### config.mk
export PLATFORM = sky130hd
export DESIGN_NAME = sipo
export DESIGN_NICKNAME = d
export VERILOG_FILES = /design/src/rtl/sipo.sv
export SDC_FILE = /design/constraint.sdc
export NUM_CORES = 1
export LEC_CHECK = 0
export ABC_AREA = 1
export ABC_CLOCK_PERIOD_IN_PS = 1500
export CORE_UTILIZATION = 51
export CTS_BUF_LIST = sky130_fd_sc_hd__clkbuf_8
export DETAILED_ROUTE_END_ITERATION = 10
export GPL_TIMING_DRIVEN = 0
export PLACE_DENSITY = 0.78
export SLEW_MARGIN = 20
export SYNTH_ARGS = -nofsm -noshare
export SYNTH_HDL_FRONTEND = slang
export SYNTH_SLANG_ARGS = --single-unit
### constraint.sdc
create_clock -name clk -period 1.5 [get_ports clk]
set_clock_uncertainty 0.05 [all_clocks]
set_input_delay 0.15 -clock clk [delete_from_list [all_inputs] [get_ports clk]]
set_output_delay 0.15 -clock clk [all_outputs]
set_load 0.05 [all_outputs]
### src/rtl/sipo.sv
// sipo: serial-in parallel-out deserializer with valid/ready output and overrun flag.
// Define SIPO_PARITY_EN to append an even-parity bit per word and expose parity_err.
module sipo #(
    parameter int WIDTH     = 8,
    parameter bit MSB_FIRST = 1'b1
) (
    input  logic             clk,
    input  logic             rst,
    input  logic             ser,
    input  logic             shift_en,
    input  logic             sync,
    output logic [WIDTH-1:0] dout,
    output logic             dout_valid,
    input  logic             dout_ready,
    output logic             overrun,
    output logic             busy
`ifdef SIPO_PARITY_EN
   ,output logic             parity_err
`endif
);
`ifdef SIPO_PARITY_EN
    localparam int NB = WIDTH + 1;
`else
    localparam int NB = WIDTH;
`endif
    localparam int CW = $clog2(NB);

    logic [WIDTH-1:0] sreg_q, sreg_d, dout_q, dout_d, shifted, cand;
    logic [CW-1:0]    cnt_q, cnt_d;
    logic             valid_q, valid_d, ovr_q, ovr_d;
    logic             last, par_bit, complete, load;

    always_comb begin
        shifted  = MSB_FIRST ? {sreg_q[WIDTH-2:0], ser} : {ser, sreg_q[WIDTH-1:1]};
        last     = cnt_q == CW'(NB - 1);
`ifdef SIPO_PARITY_EN
        // the parity bit is checked, not stored; the data word is already complete in sreg
        par_bit  = last;
        cand     = sreg_q;
`else
        par_bit  = 1'b0;
        cand     = shifted;
`endif
        complete = shift_en && !sync && last;
        load     = complete && (!valid_q || dout_ready);
        sreg_d   = (shift_en && (sync || !par_bit)) ? shifted : sreg_q;
        cnt_d    = sync ? CW'(shift_en) : !shift_en ? cnt_q : last ? '0 : cnt_q + CW'(1);
        dout_d   = load ? cand : dout_q;
        valid_d  = load || (valid_q && !dout_ready);
        ovr_d    = complete && valid_q && !dout_ready;
    end

    always_ff @(posedge clk or negedge rst) begin
        if (!rst) begin
            sreg_q  <= '0;
            cnt_q   <= '0;
            dout_q  <= '0;
            valid_q <= 1'b0;
            ovr_q   <= 1'b0;
        end else begin
            sreg_q  <= sreg_d;
            cnt_q   <= cnt_d;
            dout_q  <= dout_d;
            valid_q <= valid_d;
            ovr_q   <= ovr_d;
        end
    end

`ifdef SIPO_PARITY_EN
    logic perr_q, perr_d;

    always_comb perr_d = load ? (^sreg_q ^ ser) : perr_q;

    always_ff @(posedge clk or negedge rst) begin
        if (!rst) perr_q <= 1'b0;
        else      perr_q <= perr_d;
    end

    assign parity_err = perr_q;
`endif

    assign dout       = dout_q;
    assign dout_valid = valid_q;
    assign overrun    = ovr_q;
    assign busy       = cnt_q != '0;
endmodule

# After elaboration in Yosys (flattened, before gate mapping)
# Cells that the tools add are included.
[word_totals]
register_bits = 20
inputBits = 6
output_inout_bits = 11
[op_classes]
n_addsub = 1
eq_ne = 1
n_mux = 3
n_reduce_logical = 13
[ops]
columns = ["operator", "count"]
rows = [
  ["$mux W3", 3],
  ["$logic_and A1 B1 Y1", 6],
  ["$add A3 B1 Y3 const B", 1],
  ["$eq A3 B3 Y1 const B", 1],
  ["$logic_not A1 Y1", 3],
  ["$reduce_bool A3 Y1", 1],
  ["$logic_or A1 B1 Y1", 2],
  ["$reduce_bool A2 Y1", 1],
]

# Longest topological paths before layout
[depth]
word_depth = 5
depth_mapped = 6

# Worst setup path before layout
# Ideal clock, no wire load.
[synth_timing]
kind = "register to register"
from = "register cnt_q[0]"
to = "register cnt_q[0]"
setup_time_ns = 0.076
arrival_time_ns = 1.116
required_ns = 1.374
slack_ns = 0.258
stages_incl_launch_ff = 7
path_buffers = 1
cell_sequence = "dfrtp_1 ha_1 ha_1 buf_2 nor2_1 o21ai_0 o21ai_1"
[synth_between]
elab_chain_len = 4
word_cells_on_any_way = 5
classes_between = "1 x add/sub; 1 x eq/ne; 3 x mux"
[synth_lines]
columns = ["item", "line", "source"]
rows = [
  ["start: declaration", "29", "logic [CW-1:0] cnt_q, cnt_d;"],
  ["start signal: assignment", "62", "cnt_q <= cnt_d;"],
  ["$add A3 B1 Y3 / $eq A3 B3 Y1 (equally long branches)", "47, 35", ""],
  ["$mux W3 * (3 in a row)", "47", "cnt_d = sync ? CW'(shift_en) : !shift_en ? cnt_q : last ? '0 : cnt_q + CW'(1);"],
]
# Every way passes the cells marked *; elsewhere a longest branch is shown, timed or not. The select of a mux whose other input is x is not followed.
# A chain may end at the register's enable or synchronous reset.

# Final worst setup path
[layout_timing]
from = "register cnt_q[0]"
to = "output busy"
[layout_between]
elab_chain_len = 1
[layout_lines]
columns = ["item", "line", "source"]
rows = [
  ["$reduce_bool A3 Y1", "85", "assign busy = cnt_q != '0;"],
  ["end: declaration", "16", "output logic busy"],
]
# Every way passes these cells.

==> impl_metrics.tcl <==
set metrics [dict create \
    ant_nets 0 \
    ir_drop_mv 0.661 \
    synth_cells 89 \
    worstHoldStart "shift_en" \
    clkSinkCount 20 \
    num_antenna_cells 0 \
    grt_pass1_wl_um 2660 \
    r2r_end "cnt_q[0]$_DFFE_PN0P_" \
    antenna_found_initial 0 \
    place_congestion 0.723 \
    synth.distinct_cells 14 \
    holdPathStages 2 \
    cts_tree "built" \
    ctsRootBufferMaster "clkbuf_8" \
    synth_top_area_share_pct 58.0 \
    final_common_cell "nand2_1" \
    grt.total_usage_pct 20.2 \
    die-area_sq_um 1860 \
    crit_path_start_kind "register" \
    wl_per_cell_um 12.6 \
    overflow 0 \
    cts.path.max_buffers 2 \
    ys_top_cells_by_area "dfrtp_1, nand2_1, nand4_1" \
    start_util_pct 56.0 \
    dp_hpwl_um 1160 \
    dpl.cell_count 120 \
    grt_pass1_vias 613 \
    clk_pin_slew_ns 0.07 \
    vias 634 \
    yosysTopAreaCell "dfrtp_1" \
    regToRegSetupSlack_ns 0.12 \
    row_count 14 \
    powerDensity_nw_per_um2 1080 \
    drv_cap 0 \
    ctsHoldBuffers 0 \
    instances_no_fill 124 \
    slew_viol_final 0 \
    cts_made_buffers 3 \
    via_per_inst 5.11 \
    ys_ff_latch 20 \
    worst_pin_slew_ns 0.839 \
    avgSynthCellArea_sq_um 9.70 \
    hold_class "input port to register" \
    drc 0 \
    drt_iter0_markers 10 \
    setup.worst_path.class "register to output port" \
    critPathRequiredTime_ns 1.30 \
    p_leak_nw 0.599 \
    io_buffers 15 \
    r2r_start "cnt_q[0]$_DFFE_PN0P_" \
    synthesis.nets 98 \
    crit_arrival_ns 1.21 \
    worst_setup_path_end_kind "output port" \
    fmax_mhz 711 \
    max_slew_margin_pct 43.9 \
    worst-path-max-fanout 3 \
    yosys_warnings 0 \
    routed_wl_um 1560 \
    synthesis.area_sq_um 863 \
    die_w_um 43.1 \
    ys_seq_area_share_pct 58.0 \
    core_area_sq_um 1540 \
    io_pins 17 \
    post-route-period-util_pct 93.8 \
    outcome "completed" \
    clk_latency_ns 0.26 \
    htreeDepth 1 \
    die_h_um 43.1 \
    layout_common_cells "nand2_1, dfrtp_1, dlygate4sd2_1" \
    drt_pass1_iterations 5 \
    drive_gt1_share_pct 12.0 \
    hold_viol 0 \
    final_nets 118 \
    setup_viol_count_final 0 \
    grt_max_degree 21 \
    ff2ff_path_depth 6 \
    fin_crit_ns 1.41 \
    grt_setup_unrepaired "no" \
    final_util_pct 69.5 \
    min_to "sreg_q[0]$_DFFE_PN0P_" \
    area_growth_pct 24.1 \
]
[timing repair]
| action | in CTS | in global routing |
|---|---|---|
| resized for setup | 15 | 0 |
| setup endpoints to repair | 11 | 0 |
| setup buffers | 0 | 0 |
[cells by family after synthesis]
kind of cell,after synthesis,share of synthesized area (%)
adders and majority gates,3,4.35
AOI/OAI and AO/OA,10,5.80
buffers and inverters,12,7.54
and+or+nand+nor,44,24.3
DFF,20,58.0
[layer usage]
metal | part of all wire (%) | vias to the layer above | global-route usage [%]
li1 | - | 326 | -
met1 | 45 | 286 | 23.7
met2 | 48 | 17 | 33.1
met3 | 4.3 | 5 | 2.98
met4 | 2.9 | 0 | 14.5
met5 | 0 | - | 0
[per-stage QoR]
stage          hold WS (ns)  cell area (sq um)  setup TNS, ns  power [mW]  setup WS [ns]
3_3_place_gp          0.349               1030         -0.154       0.758         -0.154
4_1_cts              0.0789               1070              0        1.16         0.0911
2_1_floorplan        -0.196                863              0       0.703          0.258
3_5_place_dp          0.354               1030         -0.166       0.765         -0.166
5_1_grt              0.0794               1070              0        1.20        0.00645
6_report             0.0769               1070              0        1.16         0.0935
[Yosys cell counts]
cell type	count
nand2_1	31
dfrtp_1	20
nand4_1	8
inv_1	7
o21ai_0	7
ha_1	3
o21ai_1	3
buf_2	2
buf_6	2
nor2_1	2
inv_4	1
nand3_2	1
nor2_8	1
or2_2	1
[where the power goes]
group | internal, mW | switching [mW]
clock network | 0.234 | 0.182
registers | 0.576 | 0.0241
logic | 0.0479 | 0.0963
[final cells by class]
class	instances	area, sq um
clock buffers	4	55.1
repair buffers	15	133
inverters	8	32.5
multi-input cells	57	298
fillers	128	470
well taps	16	20.0
flip-flops and latches	20	500
plain buffers	4	32.5
[worst max path at each step]
| stage | start | endpoint | slack [ns] | cells past startpoint |
|---|---|---|---|---|
| after floorplan | cnt_q[0]$_DFFE_PN0P_ | cnt_q[0]$_DFFE_PN0P_ | 0.26 | 6 |
| after global placement | cnt_q[0]$_DFFE_PN0P_ | busy | -0.15 | 4 |
| after detailed placement | cnt_q[0]$_DFFE_PN0P_ | busy | -0.17 | 4 |
| after CTS | cnt_q[0]$_DFFE_PN0P_ | busy | 0.09 | 4 |
| after global routing | cnt_q[0]$_DFFE_PN0P_ | busy | 0.006 | 4 |
| final | cnt_q[0]$_DFFE_PN0P_ | busy | 0.09 | 4 |
[registers in the layout, summed over array words and instances (netlist names)]
register,cells
dout_valid,1
cnt_q,3
sreg_q,7
dout,8
overrun,1
[worst max-delay path, stage by stage (launching register included)]
cell and delay, ns:
dfrtp_1 0.38, inv_1 0.07, ha_1 0.19, nand2_1 0.05
buf_2 0.25
(Power assumes the default switching activity.)
